[config.mk]
export PLATFORM = sky130hd
export DESIGN_NAME = spi_reg_ctrl_flat
export DESIGN_NICKNAME = d
export VERILOG_FILES = /design/src/rtl/spi_reg_pkg.sv /design/src/rtl/spi_reg_ctrl_if.sv /design/src/rtl/spi_reg_ctrl_csn_edge.sv /design/src/rtl/spi_reg_ctrl.sv /design/src/flat_wrapper.sv
export SDC_FILE = /design/constraint.sdc
export NUM_CORES = 1
export LEC_CHECK = 0
export CORE_MARGIN = 10
export CORE_UTILIZATION = 56
export CTS_BUF_LIST = sky130_fd_sc_hd__clkbuf_4
export CTS_CLUSTER_SIZE = 8
export DETAILED_ROUTE_END_ITERATION = 7
export PLACE_DENSITY = 0.93
export SLEW_MARGIN = 20
export SYNTH_ARGS = -nofsm -noshare
export SYNTH_HDL_FRONTEND = slang
export SYNTH_SLANG_ARGS = --single-unit
export TNS_END_PERCENT = 30
[constraint.sdc]
create_clock -name clk -period 2.35 [get_ports clk]
set_clock_uncertainty 0.15 [all_clocks]
set_input_delay 0.47 -clock clk [delete_from_list [all_inputs] [get_ports clk]]
set_output_delay 0.47 -clock clk [all_outputs]
set_load 0.1 [all_outputs]
[src/rtl/spi_reg_pkg.sv]
// Shared types and defaults for the SPI register command sequencer.
// Holds the FSM state encoding, command layout and default idle byte.
package spi_reg_pkg;

  localparam int BITS_DEF = 8;
  localparam int CMD_RW_BIT = BITS_DEF - 1;
  localparam logic [BITS_DEF-1:0] IDLE_BYTE_DEF = 8'hA5;

  typedef enum logic [2:0] {
    ST_IDLE,
    ST_CMD,
    ST_WDATA,
    ST_RFETCH,
    ST_RWAIT,
    ST_RDATA
  } state_t;

  function automatic int addr_w(input int bits);
    return bits - 1;
  endfunction

endpackage

[src/rtl/spi_reg_ctrl_if.sv]
// Byte-side SPI and register-bank signals of the command sequencer.
// slave: the sequencer itself; master: its environment.
interface spi_reg_ctrl_if
  import spi_reg_pkg::*;
#(
  parameter int BITS   = BITS_DEF,
  parameter int ADDR_W = addr_w(BITS)
) ();

  logic              csn;
  logic [BITS-1:0]   rx_data;
  logic              rx_valid;
  logic [BITS-1:0]   tx_data;
  logic [ADDR_W-1:0] reg_addr;
  logic [BITS-1:0]   reg_wdata;
  logic              reg_we;
  logic              reg_re;
  logic [BITS-1:0]   reg_rdata;
  logic              busy;
  logic              overrun;
  logic              frame_done;

  modport slave (
    input  csn, rx_data, rx_valid, reg_rdata,
    output tx_data, reg_addr, reg_wdata,
    output reg_we, reg_re, busy, overrun, frame_done
  );

  modport master (
    output csn, rx_data, rx_valid, reg_rdata,
    input  tx_data, reg_addr, reg_wdata,
    input  reg_we, reg_re, busy, overrun, frame_done
  );

endinterface

[src/rtl/spi_reg_ctrl_csn_edge.sv]
// Chip-select edge detector: remembers the previous csn sample.
// Reset history is 0 so a frame only starts after csn is seen high.
module csn_edge (
  input  logic clk,
  input  logic rstn,
  input  logic i_csn,
  output logic o_cs_start,
  output logic o_cs_end
);

  logic r_csn_d;

  always_ff @(posedge clk) begin
    if (!rstn) r_csn_d <= 1'b0;
    else       r_csn_d <= i_csn;
  end

  assign o_cs_start = r_csn_d & ~i_csn;
  assign o_cs_end   = ~r_csn_d & i_csn;

endmodule

[src/rtl/spi_reg_ctrl.sv]
// SPI frame command sequencer: {rw,addr} command byte then data bytes
// with address auto-increment, driving register-bank strobes.
module spi_reg_ctrl
  import spi_reg_pkg::*;
#(
  parameter int BITS   = BITS_DEF,
  parameter int ADDR_W = addr_w(BITS),
  parameter logic [BITS-1:0] IDLE_BYTE = IDLE_BYTE_DEF
) (
  input logic clk,
  input logic rstn,
  spi_reg_ctrl_if.slave bus
);

  state_t r_state, w_next;

  logic              w_cs_start, w_cs_end;
  logic              w_rx;
  logic              w_we, w_re;
  logic              w_addr_ld;
  logic [ADDR_W-1:0] w_addr_val, w_raddr;
  logic              w_ovr_set, w_ovr_clr, w_seen;

  logic [ADDR_W-1:0] r_addr, r_reg_addr;
  logic [BITS-1:0]   r_tx, r_wdata;
  logic              r_we, r_re, r_ovr, r_fd, r_seen;

  csn_edge u_csn_edge (
    .clk        (clk),
    .rstn       (rstn),
    .i_csn      (bus.csn),
    .o_cs_start (w_cs_start),
    .o_cs_end   (w_cs_end)
  );

  // a byte arriving with csn already high is dropped with the frame
  assign w_rx = bus.rx_valid & ~bus.csn;

  always_ff @(posedge clk) begin
    if (!rstn) r_state <= ST_IDLE;
    else       r_state <= w_next;
  end

  always_comb begin
    w_next     = r_state;
    w_we       = 1'b0;
    w_re       = 1'b0;
    w_addr_ld  = 1'b0;
    w_addr_val = r_addr;
    w_raddr    = r_addr;
    w_ovr_set  = 1'b0;
    w_ovr_clr  = 1'b0;
    w_seen     = 1'b0;
    unique case (r_state)
      ST_IDLE: if (w_cs_start) w_next = ST_CMD;
      ST_CMD: if (w_rx) begin
        w_ovr_clr  = 1'b1;
        w_addr_ld  = 1'b1;
        w_addr_val = bus.rx_data[ADDR_W-1:0];
        w_raddr    = bus.rx_data[ADDR_W-1:0];
        if (bus.rx_data[CMD_RW_BIT]) begin
          w_next = ST_RFETCH;
          w_re   = 1'b1;
        end else begin
          w_next = ST_WDATA;
        end
      end
      ST_WDATA: if (w_rx) begin
        w_we       = 1'b1;
        w_seen     = 1'b1;
        w_addr_ld  = 1'b1;
        w_addr_val = r_addr + ADDR_W'(1);
      end
      ST_RFETCH: begin
        w_next    = ST_RWAIT;
        w_ovr_set = w_rx;
      end
      ST_RWAIT: begin
        w_next    = ST_RDATA;
        w_ovr_set = w_rx;
      end
      ST_RDATA: if (w_rx) begin
        w_next     = ST_RFETCH;
        w_re       = 1'b1;
        w_seen     = 1'b1;
        w_addr_ld  = 1'b1;
        w_addr_val = r_addr + ADDR_W'(1);
        w_raddr    = r_addr + ADDR_W'(1);
      end
      default: w_next = ST_IDLE;
    endcase
    if (r_state != ST_IDLE && bus.csn) w_next = ST_IDLE;
  end

  always_ff @(posedge clk) begin
    if (!rstn) begin
      r_addr     <= '0;
      r_reg_addr <= '0;
      r_wdata    <= '0;
      r_we       <= 1'b0;
      r_re       <= 1'b0;
      r_ovr      <= 1'b0;
      r_fd       <= 1'b0;
      r_seen     <= 1'b0;
      r_tx       <= IDLE_BYTE;
    end else begin
      r_we <= w_we;
      r_re <= w_re;
      r_fd <= w_cs_end & r_seen & (r_state != ST_IDLE);
      if (w_addr_ld) r_addr <= w_addr_val;
      if (w_we | w_re) r_reg_addr <= w_raddr;
      if (w_we) r_wdata <= bus.rx_data;
      if (w_ovr_clr) r_ovr <= 1'b0;
      else if (w_ovr_set) r_ovr <= 1'b1;
      if (r_state == ST_IDLE) r_seen <= 1'b0;
      else if (w_seen) r_seen <= 1'b1;
      if (w_next == ST_IDLE) r_tx <= IDLE_BYTE;
      else if (r_state == ST_RWAIT) r_tx <= bus.reg_rdata;
    end
  end

  assign bus.tx_data    = r_tx;
  assign bus.reg_addr   = r_reg_addr;
  assign bus.reg_wdata  = r_wdata;
  assign bus.reg_we     = r_we;
  assign bus.reg_re     = r_re;
  assign bus.busy       = (r_state != ST_IDLE);
  assign bus.overrun    = r_ovr;
  assign bus.frame_done = r_fd;

endmodule

[src/flat_wrapper.sv]
// flat-port wrapper written by rule: the top's interface ports become plain ports
module spi_reg_ctrl_flat import spi_reg_pkg::*;
#(
  parameter int BITS   = BITS_DEF,
  parameter int ADDR_W = addr_w(BITS),
  parameter logic [BITS-1:0] IDLE_BYTE = IDLE_BYTE_DEF
)
  (clk, rstn, bus_csn, bus_rx_data, bus_rx_valid, bus_reg_rdata, bus_tx_data, bus_reg_addr, bus_reg_wdata, bus_reg_we, bus_reg_re, bus_busy, bus_overrun, bus_frame_done);
  spi_reg_ctrl_if #(.BITS(BITS), .ADDR_W(ADDR_W)) bus_i ();
  input logic clk;
  input logic rstn;
  input wire logic [$bits(bus_i.csn)-1:0] bus_csn;
  input wire logic [$bits(bus_i.rx_data)-1:0] bus_rx_data;
  input wire logic [$bits(bus_i.rx_valid)-1:0] bus_rx_valid;
  input wire logic [$bits(bus_i.reg_rdata)-1:0] bus_reg_rdata;
  output wire logic [$bits(bus_i.tx_data)-1:0] bus_tx_data;
  output wire logic [$bits(bus_i.reg_addr)-1:0] bus_reg_addr;
  output wire logic [$bits(bus_i.reg_wdata)-1:0] bus_reg_wdata;
  output wire logic [$bits(bus_i.reg_we)-1:0] bus_reg_we;
  output wire logic [$bits(bus_i.reg_re)-1:0] bus_reg_re;
  output wire logic [$bits(bus_i.busy)-1:0] bus_busy;
  output wire logic [$bits(bus_i.overrun)-1:0] bus_overrun;
  output wire logic [$bits(bus_i.frame_done)-1:0] bus_frame_done;
  assign bus_i.csn = bus_csn;
  assign bus_i.rx_data = bus_rx_data;
  assign bus_i.rx_valid = bus_rx_valid;
  assign bus_i.reg_rdata = bus_reg_rdata;
  assign bus_tx_data = bus_i.tx_data;
  assign bus_reg_addr = bus_i.reg_addr;
  assign bus_reg_wdata = bus_i.reg_wdata;
  assign bus_reg_we = bus_i.reg_we;
  assign bus_reg_re = bus_i.reg_re;
  assign bus_busy = bus_i.busy;
  assign bus_overrun = bus_i.overrun;
  assign bus_frame_done = bus_i.frame_done;
  spi_reg_ctrl #(.BITS(BITS), .ADDR_W(ADDR_W), .IDLE_BYTE(IDLE_BYTE)) u_core (.clk(clk), .rstn(rstn), .bus(bus_i));
endmodule
==> flow_summary.json, run 1 <==
{
  "synthesis.area_mm2": 0.00207,
  "cts_hold_buffers": 0,
  "synth_seq_area_share": 0.377,
  "rsz0062_at_grt": "no",
  "synth_top_area_frac": 0.377,
  "tightest_slew_ps": 604,
  "r2r-end": "u_core.bus.reg_addr[6]",
  "clk_latency_ps": 340,
  "synth_cell_types": 56,
  "vias": 2029,
  "cts.sinks": 39,
  "clockBufferDepth": 2,
  "drt_iter0_markers": 170,
  "status": "finished, final reports clean",
  "rows": 22,
  "path_class": "reg -> out",
  "pre_cts_ws_ps": 1.29,
  "hold_end": "u_core.bus.reg_wdata[6]",
  "leakagePower_nw": 1.06,
  "synth_seq_cells": 39,
  "die_area_mm2": 0.00653,
  "drt.antenna.violating_nets": 0,
  "powerDensity_mw_per_mm2": 516,
  "grt_overflow": 0,
  "wl_per_cell_um": 16.0,
  "synth_nets": 270,
  "clockRootBuffer": "clkbuf_4",
  "setup_violations": 0,
  "core_mm2": 0.00361,
  "area_growth_pct": 28.2,
  "antenna_found_initial": 0,
  "fmax_mhz": 456,
  "antenna-diode-count": 0,
  "drv_slew": 0,
  "post-route-period-util": 0.934,
  "dr.pass1.iters": 4,
  "synth_edf_count": 0,
  "cts_tree": "yes",
  "cts_setup_buffers": 0,
  "htree_levels": 2,
  "avgSynthCellArea_um2": 8.32,
  "cp_max_fo": 10,
  "hold_viol_final": 0,
  "final_nets": 320,
  "hold_depth": 2,
  "max_cap_violations": 0,
  "initial_core_util": 0.575,
  "final_area_mm2": 0.00266,
  "drive_gt1_frac": 0.207,
  "cts_made_buffers": 5,
  "grt_max_degree": 19,
  "cts-resized-gates": 0,
  "die-height_um": 80.8,
  "dpl_cell_area_mm2": 0.00255,
  "p_total_mw": 1.37,
  "grtUsageTotal": 0.175,
  "end_kind": "primary output",
  "ios": 48,
  "ir_drop_mv": 0.376,
  "synth_ff_type": "dfxtp_1",
  "synth_area_leaders": "dfxtp_1, nand2_1, a21oi_1, mux2i_1, nand3_1",
  "grt_pass1_vias": 1968,
  "yosys_warnings": 0,
  "worstRegToRegCells": 4,
  "wl_um": 5560,
  "holdCritStartpoint": "u_core.bus.reg_wdata[6]",
  "gp_congestion": 0.925,
  "synth_area_leader_cell": "dfxtp_1",
  "grt_pass1_wl_um": 9290,
  "required_ps": 1730,
  "worstPathArrival_ps": 1570,
  "relSlewSlack": 0.597,
  "dpl.hpwl_um": 4280,
  "place.port_buffers": 47,
  "route.detailed.drc": 0,
  "viasPerCell": 5.83,
  "setup_slack_ps": 155,
  "setup_tns_ps": 0,
  "netlist_instances": 249,
  "rrSetupSlack_ps": 310,
  "die_w_um": 80.8,
  "path_clk_slew_ps": 110,
  "r2r-start": "u_core.r_state[0]",
  "fin_crit_ps": 2190,
  "hold_class": "reg -> reg",
  "final_core_util": 0.737,
  "async_flop_share": 0,
  "start_kind": "register"
}
==> cells by family (layout without fill, tap and decap cells) <==
| kind of cell | after synthesis | in the layout | synth area share |
|---|---|---|---|
| compound gates | 74 | 74 | 0.246 |
| fa+ha+maj | 1 | 1 | 0.00604 |
| buf+inv | 19 | 70 | 0.0537 |
| flops | 39 | 39 | 0.377 |
| mux | 7 | 7 | 0.0338 |
| simple gates | 109 | 109 | 0.283 |
==> worst max path at each step <==
stage | startpoint | depth (start not counted) | to | slack (ps)
finish | u_core.r_state[1] | 3 | bus_busy | 160
global route | u_core.r_state[1] | 3 | bus_busy | 60
CTS | u_core.r_state[1] | 3 | bus_busy | 150
detailed placement | bus_csn | 6 | u_core.bus.reg_addr[5] | 1
global placement | bus_rx_valid | 5 | u_core.bus.reg_addr[5] | 80
floorplan | u_core.r_state[0] | 3 | bus_busy | 310
==> where the power goes <==
group,internal [mW],switching [mW],total (mW),leakage [nW]
logic,0.0627,0.0744,0.137,0.694
registers,0.665,0.00738,0.673,0.315
clock network,0.344,0.217,0.561,0.0559
==> metal layers <==
layer / vias to the layer above / part of all wire / GRT usage / wire length (um)
met1: 960 / 0.41 / 0.200 / 2300
met4: 0 / 0 / 0.0294 / 0
met3: 0 / 0.095 / 0.0773 / 529
met5: - / 0 / 0 / 0
met2: 65 / 0.49 / 0.299 / 2730
li1: 1004 / - / - / -
==> cell usage in the layout (no fill, tap or decap), types with 3 or more instances in the layout <==
cell type        count
nand4_1              3
a21oi_1             27
buf_4               39
a31oi_1              4
nand2_1             43
nor3_1               5
o22ai_1              4
clkbuf_4             6
mux2i_1              7
dfxtp_1             39
o21ai_0             10
nor2_1              12
nor2b_1              4
a22oi_1              3
o211ai_1             3
a2bb2oi_1            3
a311oi_1             3
clkdlybuf4s50_1     19
nand2b_1             7
nand3_1             11
==> cells in the mapped netlist, types with 4 or more instances <==
master	count
nor2_1	12
a21oi_1	27
nand2_1	43
nand2b_1	7
o21ai_0	10
a31oi_1	4
clkbuf_1	5
mux2i_1	7
buf_2	5
nor3_1	5
o22ai_1	4
nor2b_1	4
nand3_1	11
dfxtp_1	39
==> state kept, by name (all words and copies together), names as in the netlist <==
register / cells
u_core.bus.frame_done: 1
u_core.bus.reg_re: 1
u_core.bus.overrun: 1
u_core.r_seen: 1
u_core.bus.reg_wdata: 8
u_core.r_addr: 7
u_core.bus.tx_data: 8
u_core.u_csn_edge.r_csn_d: 1
u_core.bus.reg_we: 1
u_core.r_state: 3
u_core.bus.reg_addr: 7
==> final cells by class <==
class                           count  area [um^2]
Fill cell                         266          950
Tap cell                           48         60.1
Sequential cell                    39          781
Inverter                            2         7.51
Clock buffer                        6         45.0
Clock inverter                      2         60.1
Multi-Input combinational cell    191         1180
Timing Repair Buffer               60          523
==> through the flow <==
step           hold WS, ps  std cells
6_report               311        348
5_1_grt                337        348
4_1_cts                314        348
3_5_place_dp           297        340
3_3_place_gp           293        340
2_1_floorplan          330        249
==> worst max-delay path, cell delays in order, from the launching register on <==
cell and delay [ps]:
dfxtp_1 420, buf_4 220, or3_1 410, buf_12 190
(Power assumes the default switching activity.)
==> inputs of run 2 (changes only) <==
==> constraint.sdc (replaced) <==
create_clock -name clk -period 2.35 [get_ports clk]
set_clock_uncertainty 0.15 [all_clocks]
set_input_delay 0.47 -clock clk [delete_from_list [all_inputs] [get_ports clk]]
set_output_delay 0.47 -clock clk [all_outputs]
set_load 0.01 [all_outputs]
==> run 2 against run 1 <==
Net effect:
- clock power shrank 18%
- final cell count up 0.57%
- combinational power decreased by 9%
- total power is 8.4% lower
- routed wire length rose by 1.7%
- flip-flop and latch count unchanged
- register-to-register slack improved by 40 ps
- critical path type unchanged
- critical endpoint unchanged
- largest power group unchanged
==> flow_summary.json, run 2 (same netlist as run 1, synthesis figures left out) <==
{
  "status": "finished, final reports clean",
  "mostFrequentLayoutCell": "clkdlybuf4s50_1",
  "required_ps": 1730,
  "path_class": "reg -> out",
  "ir_drop_mv": 0.304,
  "grt_pass1_vias": 1989,
  "cts_setup_buffers": 0,
  "initial_core_util": 0.575,
  "start_kind": "register",
  "max_cap_violations": 0,
  "p_switching_uw": 303,
  "hold_viol_final": 0,
  "rows": 22,
  "wl_um": 5650,
  "p_total_mw": 1.26,
  "p_int_uw": 953,
  "drive_gt1_frac": 0.126,
  "final_core_util": 0.751,
  "tightest_slew_ps": 433,
  "fmax_mhz": 439,
  "htree_levels": 2,
  "grt_overflow": 0,
  "p_comb_frac": 0.099,
  "powerDensity_mw_per_mm2": 464,
  "worstRegToRegCells": 6,
  "ios": 48,
  "swShare": 0.241,
  "path_cells": "or3_1, clkdlybuf4s50_1",
  "hold_class": "reg -> reg",
  "die_area_mm2": 0.00653,
  "leakagePower_nw": 1.01,
  "clkPwrFrac": 0.367,
  "clockRootBuffer": "clkbuf_4",
  "cp_max_fo": 10,
  "core_mm2": 0.00361,
  "rsz0062_at_grt": "no",
  "antenna_found_initial": 0,
  "place.port_buffers": 47,
  "hold_depth": 2,
  "post-route-period-util": 0.969,
  "startpoint": "u_core.r_state[1]",
  "setup_violations": 0,
  "grtUsageTotal": 0.176,
  "wl_per_cell_um": 16.1,
  "setup_tns_ps": 0,
  "crit_end": "bus_busy",
  "area_growth_pct": 30.7,
  "final_nets": 322,
  "cp_slowest_stage_delay_ps": 510,
  "vias": 2052,
  "worstPathArrival_ps": 1660,
  "cts_tree": "yes",
  "cpMaxStageDelayCell": "clkdlybuf4s50_1",
  "die-height_um": 80.8,
  "die_w_um": 80.8,
  "drv_slew": 0,
  "drt_iter0_markers": 220,
  "dr.pass1.iters": 4,
  "fin_crit_ps": 2280,
  "cts_made_buffers": 5,
  "r2r-start": "u_core.r_state[2]",
  "end_kind": "primary output",
  "route.detailed.drc": 0,
  "gp_congestion": 0.941,
  "dpl.hpwl_um": 4310,
  "cts_hold_buffers": 0,
  "pwr-share-seq": 0.535,
  "final_cell_mix": "clkdlybuf4s50_1, nand2_1, dfxtp_1",
  "grt_max_degree": 22,
  "cts.sinks": 39,
  "drt.antenna.violating_nets": 0,
  "clockBufferDepth": 2,
  "grt_pass1_wl_um": 9290,
  "path_clk_slew_ps": 120,
  "rrSetupSlack_ps": 350,
  "r2r-end": "u_core.bus.reg_addr[3]",
  "relSlewSlack": 0.709,
  "antenna-diode-count": 0,
  "clk_latency_ps": 360,
  "viasPerCell": 5.86
}
run 2: cell types whose count changed in the layout (fill, tap and decap cells not counted):
cell | previous run | this run
buf_4 | 39 | 14
dfxtp_1 | 39 | 37
dfxtp_2 | 0 | 2
clkinv_4 | 0 | 1
clkinv_2 | 0 | 1
buf_12 | 2 | 1
bufinv_16 | 2 | 1
clkbuf_4 | 6 | 5
clkdlybuf4s50_1 | 19 | 47
run 2: area by class of cell:
type / instances / area [um^2]
Fill cell: 279 / 898
Clock buffer: 5 / 37.5
Timing Repair Buffer: 62 / 596
Inverter: 2 / 7.51
Clock inverter: 3 / 43.8
Tap cell: 48 / 60.1
Multi-Input combinational cell: 191 / 1180
Sequential cell: 39 / 783
run 2: worst max-delay path, delay by kind of cell (launching register included):
family / cells / cell delay, ps
simple gates: 1 / 380
buf+inv: 1 / 510
flops: 1 / 400
run 2: worst min-delay path by stage:
stage / from / end / slack (ps)
2_1_floorplan: u_core.r_seen / u_core.r_seen / 330
3_3_place_gp: u_core.bus.reg_wdata[5] / u_core.bus.reg_wdata[5] / 290
3_5_place_dp: u_core.bus.reg_wdata[6] / u_core.bus.reg_wdata[6] / 300
4_1_cts: u_core.bus.reg_wdata[6] / u_core.bus.reg_wdata[6] / 310
5_1_grt: u_core.bus.reg_wdata[6] / u_core.bus.reg_wdata[6] / 330
6_report: u_core.bus.reg_wdata[6] / u_core.bus.reg_wdata[6] / 310
run 2: stage by stage:
stage | setup slack (ps) | cells | area [um^2] | hold slack (ps)
3_3_place_gp | 80.8 | 342 | 2620 | 291
6_report | 73.4 | 350 | 2710 | 312
3_5_place_dp | -22.6 | 342 | 2620 | 296
5_1_grt | 4.31 | 350 | 2710 | 335
2_1_floorplan | 591 | 249 | 2070 | 330
4_1_cts | 51.4 | 350 | 2710 | 314
run 2: power groups by stage:
stage / clock [mW] / sequential [mW] / combinational, mW
after detailed placement: 0 / 0.686 / 0.122
after global routing: 0.494 / 0.673 / 0.134
after global placement: 0 / 0.686 / 0.120
final: 0.461 / 0.671 / 0.124
after CTS: 0.469 / 0.671 / 0.122
after floorplan: 0 / 0.684 / 0.0596
run 2: per-layer routing:
metal	vias up	routed length, um	global-route usage	share of wire
li1	1006	-	-	-
met2	104	2730	0.287	0.48
met3	15	574	0.0717	0.10
met5	-	0	0	0
met1	927	2180	0.198	0.39
met4	0	167	0.0813	0.030
run 2: repair_timing:
item / CTS / global route
resized for setup: 1 / 1
setup endpoints to repair: 1 / 1
endpoints found under the hold margin: 0 / 0
